==> src/rtl/q15_stopwatch.sv <==
// Millisecond/second/minute stopwatch with IDLE/RUN/PAUSED control and a 1 ms prescaler.
// Optional Q15_SATURATE_EN: freeze at 59:59.999 instead of wrapping to 00:00.000.
module q15_stopwatch #(
  parameter int unsigned TICKS_PER_MS = 1
) (
  input  logic       clk,
  input  logic       reset,
  input  logic       start,
  input  logic       stop,
  output logic [9:0] millisec,
  output logic [5:0] sec,
  output logic [5:0] min
);

  typedef enum logic [1:0] {StIdle, StRun, StPaused} state_e;

  localparam logic [15:0] PreMax = 16'(TICKS_PER_MS - 1);

  state_e      state_q, state_d;
  logic [15:0] presc_q, presc_d;
  logic [9:0]  ms_q, ms_d;
  logic [5:0]  sec_q, sec_d;
  logic [5:0]  min_q, min_d;
  logic        tick;
  logic        at_max;

  assign at_max = (ms_q == 10'd999) && (sec_q == 6'd59) && (min_q == 6'd59);

  always_comb begin
    state_d = state_q;
    presc_d = presc_q;
    ms_d    = ms_q;
    sec_d   = sec_q;
    min_d   = min_q;
    tick    = 1'b0;

    unique case (state_q)
      StIdle:   if (start && !stop) state_d = StRun;
      StRun:    if (stop) state_d = StPaused;
      StPaused: if (start && !stop) state_d = StRun;
      default:  state_d = StIdle;
    endcase

    // The prescaler advances on the registered RUN state, so the stop-sampling edge still counts.
    if (state_q == StRun) begin
      if (presc_q == PreMax) begin
        presc_d = 16'd0;
        tick    = 1'b1;
      end else begin
        presc_d = presc_q + 16'd1;
      end
    end

`ifdef Q15_SATURATE_EN
    if (tick && !at_max) begin
`else
    if (tick) begin
`endif
      if (ms_q == 10'd999) begin
        ms_d = 10'd0;
        if (sec_q == 6'd59) begin
          sec_d = 6'd0;
          min_d = (min_q == 6'd59) ? 6'd0 : min_q + 6'd1;
        end else begin
          sec_d = sec_q + 6'd1;
        end
      end else begin
        ms_d = ms_q + 10'd1;
      end
    end
  end

  always_ff @(posedge clk or posedge reset) begin
    if (reset) begin
      state_q <= StIdle;
      presc_q <= 16'd0;
      ms_q    <= 10'd0;
      sec_q   <= 6'd0;
      min_q   <= 6'd0;
    end else begin
      state_q <= state_d;
      presc_q <= presc_d;
      ms_q    <= ms_d;
      sec_q   <= sec_d;
      min_q   <= min_d;
    end
  end

  assign millisec = ms_q;
  assign sec      = sec_q;
  assign min      = min_q;

endmodule

==> config.mk <==
export PLATFORM = sky130hd
export DESIGN_NAME = q15_stopwatch
export DESIGN_NICKNAME = d
export VERILOG_FILES = /design/src/rtl/q15_stopwatch.sv
export SDC_FILE = /design/constraint.sdc
export NUM_CORES = 1
export LEC_CHECK = 0
export BUFFER_PORTS_ARGS = -buffer_cell sky130_fd_sc_hd__buf_2
export CORE_MARGIN = 3
export CORE_UTILIZATION = 56
export DETAILED_ROUTE_END_ITERATION = 6
export PLACE_DENSITY = 0.77
export SYNTH_ARGS = -nofsm -noshare
export SYNTH_HDL_FRONTEND = slang
export SYNTH_SLANG_ARGS = --single-unit
==> constraint.sdc <==
create_clock -name clk -period 3.49 [get_ports clk]
set_input_delay 0.698 -clock clk [delete_from_list [all_inputs] [get_ports clk]]
set_output_delay 0.698 -clock clk [all_outputs]
set_load 0.02 [all_outputs]
Word-level counts from Yosys, hierarchy flattened
Index checks and enable logic that the tools add are counted.

storage, ports and cells
  output and inout bits = 22
  bits of input ports = 4
  bits in registers = 40
  logic and storage cells = 33

cells by class
  muxes and demuxes = 9
  eq/ne operators = 7
  reduce and logical (&&, ||, !) cells = 8
  add/subtract/negate cells = 4

operator list
  cell                   number
  $add 16x1->16 const B  1
  $logic_not 16->1       1
  $mux 16                1
  $add 6x1->6 const B    2
  $eq 6x6->1 const B     2
  $mux 6                 2
  $add 10x1->10 const B  1
  $eq 10x10->1 const B   1
  $mux 10                1
  $mux 2                 2
  $pmux 2 s2             1
  $reduce_and 2->1       2
  $reduce_and 3->1       1
  $eq 2x1->1 const B     1
  $eq 2x2->1 const B     1
  $logic_not 2->1        1
  $mux 1                 2
  $ne 2x1->1 const B     1
  $ne 2x2->1 const B     1
  $reduce_or 2->1        1
  $logic_and 1x1->1      1
  $logic_not 1->1        1

Depth between registers and ports, before layout
  depth in word-level cells = 4
  gate-level depth with buffers = 7
  depth with buffers taken out = 6

Worst setup path before layout
No wires, ideal clock.

  path kind = reg-to-reg
  start = register ms_q[0] (netlist: millisec[0])
  end = register min_q[1] (netlist: min[1])
  path slack = 1.106 ns
  setup time = 0.128 ns
  period minus slack after synthesis = 2.384 ns
  stages on the path, launching flop included = 7
  arrival = 2.257 ns
  cell sequence = dfrtp_1 > ha_1 > or3b_1 > or4_4 > buf_6 > nor3_4 > mux2_1

between the ends
  longest elaborated chain between the ends = 2

RTL lines
  item                               line  source
  start, declared                    21    logic [9:0] ms_q, ms_d;
  start signal, assigned             83    ms_q <= ms_d;
  $eq 10x10->1                       59    if (ms_q == 10'd999) begin
  $reduce_and 3->1 (no source line)  --
  end signal, assigned               85    min_q <= min_d;
  end, declared                      23    logic [5:0] min_q, min_d;

Every way passes these cells.
A chain may end at the register's enable or synchronous reset.

Final worst setup path
  start = register presc_q[0]
  end = register min_q[1] (netlist: min[1])

between the ends
  longest elaborated chain between the ends = 4

RTL lines
  item                               line  source
  start, declared                    20    logic [15:0] presc_q, presc_d;
  start signal, assigned             82    presc_q <= presc_d;
  $logic_not 16->1                   46    if (presc_q == PreMax) begin
  $mux 1                             46
  $mux 1                             45    if (state_q == StRun) begin
  $reduce_and 3->1 (no source line)  --

Every way passes these cells.

==> impl_metrics.csv <==
group,metric,value,unit
status,status,"finished, final reports clean",
sta,hold_violations,0,
drt,vias_per_cell,5.964,
logic_synthesis,yosysUniqueCellTypes,49,
logic_synthesis,yosys_warnings,0,
logic_synthesis,yosysTopAreaCell,"dfrtp_1",
drt,final_antenna_net_count,0,
power_and_ir_drop,peakVddDrop,0.0003234,V
flow_run,cap_violations,0,
floorplan,start_util,60.51,%
logic_synthesis,synth_ff_type,"dfrtp_1",
final_layout,nets,243,
drt,num_vias,1676,
cts,cts_buffers,5,
floorplan,die_w,67.45,um
global_route,grt_max_degree,41,
logic_synthesis,synthTopCellsByArea,"dfrtp_1 47%, xnor2_1 5.0%, nand3_1 3.6%, ha_1 3.0%, nand4_1 2.7%",
sta,skew,0.008250,ns
logic_synthesis,syn_area,2115,um^2
drt,dr.first_iter.drc_count,151,
floorplan,io_pins,26,
power_and_ir_drop,p_leak,1.127,nW
logic_synthesis,netlist_instances,207,
power_and_ir_drop,power_per_cell_area,469.4,nW/um^2
drt,drc,0,
logic_synthesis,synth_edf_count,0,
global_route,grt_pass1_vias,1594,
cts,clock-sinks,40,
cts,clk_pin_slew,0.07,ns
cts,cts_htree_levels,2,
global_route,antenna_found_initial,0,
drt,wirelength,4.156,mm
cts,hold_buffers,0,
min_path,hp-class,"reg -> reg",
drt,dr.pass1.iters,4,
sta,worst_pin_slew,0.6167,ns
logic_synthesis,avgSynthCellArea,10.22,um^2
place,place_hpwl,2.899,mm
floorplan,rows,21,
worst_setup_path,crit_required,3.67,ns
final_layout,fin_util,67.78,%
sta,rsz0062_at_grt,"no",
cts,cts_tree,"done",
global_route,grt_usage,21.28,%
worst_setup_path,ff2ff_setup_slack,1.02,ns
worst_setup_path,cp_data_arrival_time,2.65,ns
cts,clockBufferDepth,2,
cts,cts_resized,0,
logic_synthesis,synth_top_area_share,47.34,%
sta,clock.fmax,0.4044,GHz
final_layout,drive_above_1_share,18.30,%
sta,drv_slew,0,
cts,clk_latency,0.30,ns
logic_synthesis,seq_area_frac_synth,47.34,%
worst_setup_path,cp_max_fo,11,
logic_synthesis,synth-seq-cells,40,
logic_synthesis,yosysMostFrequentCell,"dfrtp_1",
place,portBuffers,25,
logic_synthesis,synth_commonest_cells,"40 x dfrtp_1, 15 x nand3_1, 14 x inv_1",
cts,cts_setup_buffers,0,
floorplan,die-area,4550,um^2
drt,wl_per_cell,14.79,um
sta,finalSetupTns,0,ns
final_layout,area_growth,12.01,%
sta,setup-violations-final,0,
sta,relSlewSlack,58.80,%
global_route,grt_overflow_total,0,
sta,min_period,2.473,ns
cts,cts-root-buf,"clkbuf_8",
final_layout,antennaDiodeCount,0,
floorplan,die_h,67.45,um
worst_setup_path,setup.worst_path.start_class,"flip-flop",
worst_setup_path,endpoint_kind,"flip-flop",
logic_synthesis,syn_nets,216,
worst_setup_path,worstSetupPathType,"reg -> reg",
logic_synthesis,async_reset_ff_share,100.0,%
sta,min_period_over_period,70.85,%
floorplan,design.core.area,3495,um^2
global_route,grt_pass1_wl,7.224,mm
place,place.gp.congestion,0.8317,
[critical path, stage by stage, from the launching register on]
cell and delay, ns:
dfrtp_1 0.43, inv_1 0.08, ha_1 0.15, or3b_2 0.56, or4_4 0.53, nor3_4 0.26
mux2_1 0.35
[kinds of logic after synthesis]
family                   count (synthesis)  synth area share [%]
AO/OA/AOI/OAI                           37                 11.78
XOR/XNOR                                17                 7.041
adder cells (fa/ha/maj)                  5                 2.959
buffers and inverters                   21                 4.083
flip-flops                              40                 47.34
multiplexers                             8                 4.497
AND/OR/NAND/NOR                         79                 22.31
[cell type report]
type | count | area, um^2
clock buffers | 8 | 90.09
multi-input cells | 146 | 1027
well taps | 46 | 57.56
inverters | 14 | 52.55
fillers | 278 | 1126
repair buffers | 27 | 140.1
flip-flops and latches | 40 | 1001
[through the flow]
stage | worst slack (ns) | area [um^2] | hold WS, ns | cells | total power [W]
final | 1.017 | 2369 | 0.4825 | 281 | 0.001112
after global routing | 0.8445 | 2369 | 0.5075 | 281 | 0.001177
after CTS | 0.9956 | 2369 | 0.4790 | 281 | 0.001122
after detailed placement | 0.9814 | 2278 | 0.4646 | 273 | 0.0008027
after global placement | 1.071 | 2278 | 0.4681 | 273 | 0.0007880
after floorplan | 1.106 | 2115 | 0.4459 | 207 | 0.0007302
[layout by cell type, fill, tap and decap left out, drive strengths merged, types with 6 or more instances in the layout]
cell type,instances
buf,27
xnor2,12
nor2,10
dfrtp,40
mux2,6
and3,6
clkbuf,8
nand4,10
a21oi,9
nand3,15
nand2,11
inv,14
[flip-flops by register name, summed over array words and instances, names as in the netlist]
name and count:
sec 6, min 6, presc_q 16, millisec 10
state_q 2
[power breakdown]
group          total (W)  internal (W)  switching [W]
logic           0.000233     0.0000840       0.000149
clock network   0.000317      0.000161       0.000156
registers       0.000562      0.000505      0.0000568
total            0.00111      0.000750       0.000362
[layer usage]
metal | wire [um] | GRT usage (%) | vias up
met5 | 0 | 0 | -
li1 | - | - | 817
met1 | 1874 | 26.87 | 815
met3 | 180 | 5.657 | 7
met2 | 2031 | 34.72 | 37
met4 | 69 | 8.354 | 0
[final timing paths]
check                      depth (start not counted)                 endpoint                     from
max                                                6       min[1]$_DFFE_PP0P_   presc_q[0]$_DFFE_PP0P_
min                                                1  presc_q[15]$_DFFE_PP0P_  presc_q[15]$_DFFE_PP0P_
max reg2reg                                        6       min[1]$_DFFE_PP0P_   presc_q[0]$_DFFE_PP0P_
min reg2reg                                        1  presc_q[15]$_DFFE_PP0P_  presc_q[15]$_DFFE_PP0P_
max in group asynchronous                          3       min[0]$_DFFE_PP0P_                    reset
min in group asynchronous                          3       min[4]$_DFFE_PP0P_                    reset
No activity file was read; power rests on OpenSTA's default activity.
